**src/rtl/dqs_train_pkg.sv**
```systemverilog
// Shared types and defaults for the DQS read-delay training controller.
package dqs_train_pkg;

    typedef enum logic [2:0] {
        S_IDLE   = 3'd0,
        S_LOAD   = 3'd1,
        S_CLEAR  = 3'd2,
        S_SETTLE = 3'd3,
        S_SAMPLE = 3'd4,
        S_STEP   = 3'd5,
        S_CENTER = 3'd6,
        S_FIN    = 3'd7
    } state_e;

    localparam int DEF_MAX_TAPS      = 128;
    localparam int DEF_TAP_W         = 7;
    localparam int DEF_SETTLE_CYCLES = 8;

    localparam logic DIR_INC = 1'b1;
    localparam logic DIR_DEC = 1'b0;

endpackage

```
**src/rtl/dqs_train_window_tracker.sv**
```systemverilog
// Tracks the first/last clean tap of the sweep and derives the centre target.
module dqs_train_window_tracker
    import dqs_train_pkg::*;
#(
    parameter int TAP_W = DEF_TAP_W
) (
    input  logic             clk,
    input  logic             rst_n,
    input  logic             clear,
    input  logic             sample_valid,
    input  logic             good,
    input  logic [TAP_W-1:0] tap,
    output logic             seen_good,
    output logic [TAP_W-1:0] target
);

    logic             seen_good_q, seen_good_d;
    logic [TAP_W-1:0] first_q, first_d;
    logic [TAP_W-1:0] last_q, last_d;
    logic [TAP_W:0]   sum_s;

    // window bookkeeping: only the first clean tap latches first, every clean tap moves last
    always_comb begin
        seen_good_d = seen_good_q;
        first_d     = first_q;
        last_d      = last_q;
        if (clear) begin
            seen_good_d = 1'b0;
            first_d     = '0;
            last_d      = '0;
        end else if (sample_valid && good) begin
            last_d = tap;
            if (!seen_good_q) begin
                first_d     = tap;
                seen_good_d = 1'b1;
            end else begin
                first_d = first_q;
            end
        end else begin
            seen_good_d = seen_good_q;
        end
    end

    // window state registers
    always_ff @(posedge clk) begin
        if (!rst_n) begin
            seen_good_q <= 1'b0;
            first_q     <= '0;
            last_q      <= '0;
        end else begin
            seen_good_q <= seen_good_d;
            first_q     <= first_d;
            last_q      <= last_d;
        end
    end

    assign sum_s     = {1'b0, first_q} + {1'b0, last_q};
    assign target    = sum_s[TAP_W:1];
    assign seen_good = seen_good_q;

endmodule

```
**src/rtl/dqs_delay_trainer.sv**
```systemverilog
// Read-DQS delay-line training FSM for one DDR3 lane: sweep, find clean window, centre.
// Optional DQS_TRAIN_DOUBLE_SAMPLE_EN evaluates every tap twice before judging it.
module dqs_delay_trainer
    import dqs_train_pkg::*;
#(
    parameter int MAX_TAPS      = DEF_MAX_TAPS,
    parameter int TAP_W         = DEF_TAP_W,
    parameter int SETTLE_CYCLES = DEF_SETTLE_CYCLES
) (
    input  logic             FAB_CLK,
    input  logic             RESET_N,
    input  logic             START,
    output logic             BUSY,
    output logic             DONE,
    output logic             FAIL,
    output logic [TAP_W-1:0] TAP_OUT,
    output logic             DELAY_LINE_LOAD,
    output logic             DELAY_LINE_MOVE,
    output logic             DELAY_LINE_DIRECTION,
    input  logic             DELAY_LINE_OUT_OF_RANGE,
    output logic             EYE_MONITOR_CLEAR_FLAGS,
    input  logic             EYE_MONITOR_EARLY,
    input  logic             EYE_MONITOR_LATE
);

    localparam int               SET_W       = (SETTLE_CYCLES > 1) ? $clog2(SETTLE_CYCLES) : 1;
    localparam logic [TAP_W-1:0] LAST_TAP    = TAP_W'(MAX_TAPS - 1);
    localparam logic [TAP_W-1:0] ONE_TAP     = TAP_W'(1);
    localparam logic [SET_W-1:0] SETTLE_LOAD = SET_W'(SETTLE_CYCLES - 1);
    localparam logic [SET_W-1:0] SET_ONE     = SET_W'(1);

    state_e           state_q, state_d;
    logic [TAP_W-1:0] tap_q, tap_d;
    logic [SET_W-1:0] settle_q, settle_d;
    logic             phase_q, phase_d;
    logic             busy_q, busy_d, done_q, done_d, fail_q, fail_d;
    logic             load_q, load_d, move_q, move_d, dir_q, dir_d, clr_q, clr_d;

    logic             clean_s, good_s, final_pass_s, sample_valid_s, seen_good_s;
    logic [TAP_W-1:0] target_s;

    assign clean_s        = !EYE_MONITOR_EARLY && !EYE_MONITOR_LATE;
    assign sample_valid_s = (state_q == S_SAMPLE) && final_pass_s;

`ifdef DQS_TRAIN_DOUBLE_SAMPLE_EN
    logic pass_q, pass_d, first_clean_q, first_clean_d;

    // pass toggles on every SAMPLE; first-pass verdict is held for the second
    always_comb begin
        pass_d        = pass_q;
        first_clean_d = first_clean_q;
        if (state_q == S_LOAD) begin
            pass_d        = 1'b0;
            first_clean_d = 1'b0;
        end else if (state_q == S_SAMPLE) begin
            pass_d        = !pass_q;
            first_clean_d = clean_s;
        end else begin
            pass_d = pass_q;
        end
    end

    // double-sample pass registers
    always_ff @(posedge FAB_CLK) begin
        if (!RESET_N) begin
            pass_q        <= 1'b0;
            first_clean_q <= 1'b0;
        end else begin
            pass_q        <= pass_d;
            first_clean_q <= first_clean_d;
        end
    end

    assign final_pass_s = pass_q;
    assign good_s       = clean_s && first_clean_q;
`else
    assign final_pass_s = 1'b1;
    assign good_s       = clean_s;
`endif

    dqs_train_window_tracker #(.TAP_W(TAP_W)) u_window (
        .clk          (FAB_CLK),
        .rst_n        (RESET_N),
        .clear        (state_q == S_LOAD),
        .sample_valid (sample_valid_s),
        .good         (good_s),
        .tap          (tap_q),
        .seen_good    (seen_good_s),
        .target       (target_s)
    );

    // next state; pulse outputs are computed for the state being entered so they register in step with it
    always_comb begin
        state_d  = state_q;
        tap_d    = tap_q;
        settle_d = settle_q;
        phase_d  = phase_q;
        done_d   = 1'b0;
        fail_d   = 1'b0;
        load_d   = 1'b0;
        move_d   = 1'b0;
        dir_d    = dir_q;
        clr_d    = 1'b0;
        case (state_q)
            S_IDLE: begin
                if (START) begin
                    state_d = S_LOAD;
                    load_d  = 1'b1;
                    tap_d   = '0;
                end else begin
                    state_d = S_IDLE;
                end
            end
            S_LOAD, S_STEP: begin
                state_d  = S_CLEAR;
                clr_d    = 1'b1;
                settle_d = SETTLE_LOAD;
            end
            S_CLEAR: begin
                state_d = S_SETTLE;
            end
            S_SETTLE: begin
                if (settle_q == '0) begin
                    state_d = S_SAMPLE;
                end else begin
                    settle_d = settle_q - SET_ONE;
                end
            end
            S_SAMPLE: begin
                if (!final_pass_s) begin
                    state_d  = S_CLEAR;
                    clr_d    = 1'b1;
                    settle_d = SETTLE_LOAD;
                end else if (seen_good_s && !good_s) begin
                    state_d = S_CENTER;
                    phase_d = 1'b0;
                end else if ((tap_q == LAST_TAP) || DELAY_LINE_OUT_OF_RANGE) begin
                    if (seen_good_s || good_s) begin
                        state_d = S_CENTER;
                        phase_d = 1'b0;
                    end else begin
                        state_d = S_IDLE;
                        fail_d  = 1'b1;
                    end
                end else begin
                    state_d = S_STEP;
                    move_d  = 1'b1;
                    dir_d   = DIR_INC;
                    tap_d   = tap_q + ONE_TAP;
                end
            end
            S_CENTER: begin
                // phase_q marks the mandatory gap after each decrement MOVE
                if (phase_q) begin
                    phase_d = 1'b0;
                end else if (tap_q > target_s) begin
                    move_d  = 1'b1;
                    dir_d   = DIR_DEC;
                    tap_d   = tap_q - ONE_TAP;
                    phase_d = 1'b1;
                end else begin
                    state_d = S_FIN;
                    done_d  = 1'b1;
                end
            end
            S_FIN: begin
                state_d = S_IDLE;
            end
            default: begin
                state_d = S_IDLE;
            end
        endcase
        busy_d = (state_d != S_IDLE) && (state_d != S_FIN);
    end

    // state and registered outputs
    always_ff @(posedge FAB_CLK) begin
        if (!RESET_N) begin
            state_q  <= S_IDLE;
            tap_q    <= '0;
            settle_q <= '0;
            phase_q  <= 1'b0;
            busy_q   <= 1'b0;
            done_q   <= 1'b0;
            fail_q   <= 1'b0;
            load_q   <= 1'b0;
            move_q   <= 1'b0;
            dir_q    <= 1'b0;
            clr_q    <= 1'b0;
        end else begin
            state_q  <= state_d;
            tap_q    <= tap_d;
            settle_q <= settle_d;
            phase_q  <= phase_d;
            busy_q   <= busy_d;
            done_q   <= done_d;
            fail_q   <= fail_d;
            load_q   <= load_d;
            move_q   <= move_d;
            dir_q    <= dir_d;
            clr_q    <= clr_d;
        end
    end

    assign BUSY                    = busy_q;
    assign DONE                    = done_q;
    assign FAIL                    = fail_q;
    assign TAP_OUT                 = tap_q;
    assign DELAY_LINE_LOAD         = load_q;
    assign DELAY_LINE_MOVE         = move_q;
    assign DELAY_LINE_DIRECTION    = dir_q;
    assign EYE_MONITOR_CLEAR_FLAGS = clr_q;

endmodule

```
**config.mk**
```make
export PLATFORM = sky130hd
export DESIGN_NAME = dqs_delay_trainer
export DESIGN_NICKNAME = d
export VERILOG_FILES = /design/src/rtl/dqs_train_pkg.sv /design/src/rtl/dqs_train_window_tracker.sv /design/src/rtl/dqs_delay_trainer.sv
export SDC_FILE = /design/constraint.sdc
export NUM_CORES = 1
export LEC_CHECK = 0
export BUFFER_PORTS_ARGS = -buffer_cell sky130_fd_sc_hd__buf_2
export CORE_AREA = 2 2 58 114
export DETAILED_ROUTE_END_ITERATION = 12
export DIE_AREA = 0 0 60 116
export SLEW_MARGIN = 20
export SYNTH_ARGS = -nofsm -noshare
export SYNTH_HDL_FRONTEND = slang
export SYNTH_HIERARCHICAL = 1
export SYNTH_SLANG_ARGS = --single-unit
```
**constraint.sdc**
```tcl
create_clock -name FAB_CLK -period 4.5 [get_ports FAB_CLK]
set_input_delay 0.9 -clock FAB_CLK [delete_from_list [all_inputs] [get_ports FAB_CLK]]
set_output_delay 0.9 -clock FAB_CLK [all_outputs]
set_load 0.01 [all_outputs]
```
==> summary.txt <==
Status
  – Status: finished, final reports clean

Final layout
  – Area of the multi-input gates: 1500 sq um
  – Diode count: 0
  – Layout Nets: 311
  – Layout cells sized above 1: 12.3%
  – Area Overhead vs Synth: 11.6%
  – Final Cell Area: 2630 sq um
  – Finished Core Util: 43.5%
  – Fillcell total: 634
  – Reg area: 721 sq um

STA
  – Post-route setup TNS: 0 ps
  – RSZ-0062 raised after global routing: false
  – Fin. Hold Viols: 0
  – Relative slew margins: 51.6%
  – Fmax: 313 MHz
  – Final slew viol count: 0
  – Worst-margin pin slew: 723 ps
  – Worst setup margin: 1310 ps
  – Final period utilization: 70.9%
  – Final Skew: 2.93 ps
  – Clock period minus worst slack: 3190 ps
  – Min Hold Slack: 464 ps
  – Setup violators final: 0

Detailed routing
  – Vias: 2,038
  – Vias per cell: 5.54
  – Drt drc: 0
  – Final ANT Viol Nets: 0
  – First-pass DRT Iterations: 4
  – 1st-iter DRT viols: 82
  – Routed wire length per instance: 15.8 um
  – Final WL: 5810 um

CTS
  – Clk root buf: clkbuf_16
  – Clk sinks: 36
  – CTS clk-pin slew, worst paths: 50 ps
  – H-Tree Depth: 2
  – Post-cts sizing count: 0
  – Clock Latency Late Sink: 270 ps
  – CTS tree: built
  – TritonCTS Buffers: 5
  – Post-CTS Setup Inserts: 0
  – CTS Hold Bufs: 0
  – Max Root-Sink Buffers: 2

Yosys
  – Sequential fraction of the synthesis area: 30.5%
  – Top_reg_cell synth: dfxtp_1
  – Ys async rst share: 0%
  – Yosys warnings: 6
  – Post-synth EDFFs: 0
  – Largest cells by area after synthesis: dfxtp_1, ha_1, mux2i_1
  – Yosys reg bits: 36
  – Post-synth top area share: 30.5%
  – Avg Cell Area, Syn: 8.81 sq um
  – Mapped cell area: 2360 sq um
  – Cell variety after synth: 58
  – Mapped Cells: 268
  – Syn_nets: 296
  – Synth area leader: dfxtp_1

Setup path
  – Arrival @ worst endpoint: 3390 ps
  – Worst-path cell chain: and2_1 > fa_1 > a211oi_2 > o211ai_1 > o2111ai_1 > inv_1 > ha_1 > nand4_1 > a21o_1 > a211oi_4 > or2_1 > mux2i_1
  – Crit start category: flop
  – Slowest stage delay, CP: 480 ps
  – Crit path max fanout: 9
  – Worst path slowest cell: fa_1
  – R2R cell count: 12
  – Kind of end point of the critical path: flop
  – Required time of the worst setup path: 4700 ps
  – Critical path class: reg -> reg

Placed design
  – Post-DP Area: 2490 sq um
  – Post-DP HPWL: 4500 um
  – I/O Buffers: 19
  – Gpl congestion: 0.801
  – Pre-CTS setup slack: 1340 ps

Floorplan
  – Starting density of the core: 39.0%
  – Ports: 20
  – Die width: 60 um
  – # rows: 40
  – Die ar.: 6960 sq um
  – Core Region: 6060 sq um
  – Chip Height: 116 um

Power and ir drop
  – Power Dens Cells: 299 nW/um^2
  – Pleak: 1.18 nW
  – Peak VDD IR: 0.207 mV

Global routing
  – GRT Overall Usage: 18.1%
  – First-pass GRT wire length: 9460 um
  – GRT overflow: 0
  – Number of global-route vias before repair: 1,991
  – Largest net degree at the start of global routing: 21
  – Initial antenna violation count: 0

Min path
  – Hold WC Path Type: reg -> reg
  – Hold Crit Depth: 2

Flow run
  – Max-cap violation count: 0
[report_power, final]
part	total [mW]	internal [mW]	leakage [nW]	switching [mW]
Clock	0.342	0.221	0.0712	0.121
Combinational	0.106	0.0417	0.814	0.0642
Sequential	0.340	0.331	0.292	0.00907
Total	0.788	0.594	1.18	0.195
[synth_stat cells, types with 4 or more instances]
cell type  instances
ha_1              20
nand3_1           12
nor2_1            22
a211oi_1           7
o211ai_1           5
nand2_1           18
buf_6              4
buf_2              5
nor2b_1            5
a21oi_1           18
a21o_1             6
inv_1             14
and2_1             4
xnor2_1            6
mux2i_1           10
dfxtp_1           36
o21ai_0            7
nand4_1            5
nor3_1             6
[final cells by class]
class,count,share of cell area (%)
clock buffers,8,5.56
inverters,14,2.00
multi-input cells,205,56.9
flip-flops and latches,36,27.4
well taps,84,3.99
repair buffers,21,4.18
[worst max-delay path: cells and delay by family (launching register included)]
family | cells | cell delay [ps]
adder cells (fa/ha/maj) | 2 | 770
multiplexers | 1 | 230
flip-flops | 1 | 330
AND/OR/NAND/NOR | 3 | 620
AO/OA/AOI/OAI | 5 | 1120
buffers and inverters | 1 | 60
[cells in the final DEF, fill, tap and decap left out, types with 3 or more instances in the layout]
cell and instances:
a211oi_1 7, a21o_1 6, a21oi_1 18, and2_1 4
buf_2 19, clkbuf_16 5, dfxtp_1 36, ha_1 20
inv_1 14, mux2i_1 10, nand2_1 18, nand2b_1 3
nand3_1 12, nand3b_1 3, nand4_1 5, nor2_1 22
nor2b_1 5, nor3_1 6, nor3b_1 3, o211ai_1 5
o21ai_0 7, or3_1 3, xnor2_1 6
[logic make-up after synthesis]
group           count (synthesis)  share of synthesized area, %
compound gates                 71                          22.4
xor+xnor                        7                          2.60
fa+ha+maj                      22                          12.3
buf+inv                        27                          5.99
flops                          36                          30.5
mux                            10                          4.24
simple gates                   95                          22.0
[sequential cells by signal, summed over array words and instances, names as in the netlist]
register	flops
BUSY	1
DELAY_LINE_DIRECTION	1
DELAY_LINE_LOAD	1
DELAY_LINE_MOVE	1
DONE	1
EYE_MONITOR_CLEAR_FLAGS	1
FAIL	1
TAP_OUT	7
phase_q	1
settle_q	3
state_q	3
u_window/first_q	7
u_window/last_q	7
u_window/seen_good	1
[layer usage]
metal	share of wire, %	track usage (%)
met5	0	0
met4	2.3	7.11
met3	2.9	3.01
met2	58	35.4
met1	36	17.6
[path summary, 6_finish.rpt]
| check | startpoint | to | slack [ps] |
|---|---|---|---|
| max | u_window/first_q[0] | TAP_OUT[1] | 1310 |
| min reg2reg | u_window/last_q[4] | u_window/last_q[4] | 460 |
| max reg2reg | u_window/first_q[0] | TAP_OUT[1] | 1310 |
| min | u_window/last_q[4] | u_window/last_q[4] | 460 |
[through the flow]
stage               power (mW)  instances
global route             0.817        368
floorplan                0.431        268
detailed placement       0.453        360
global placement         0.451        360
CTS                      0.794        368
finish                   0.788        368
Power figures use the tool's default switching activity.
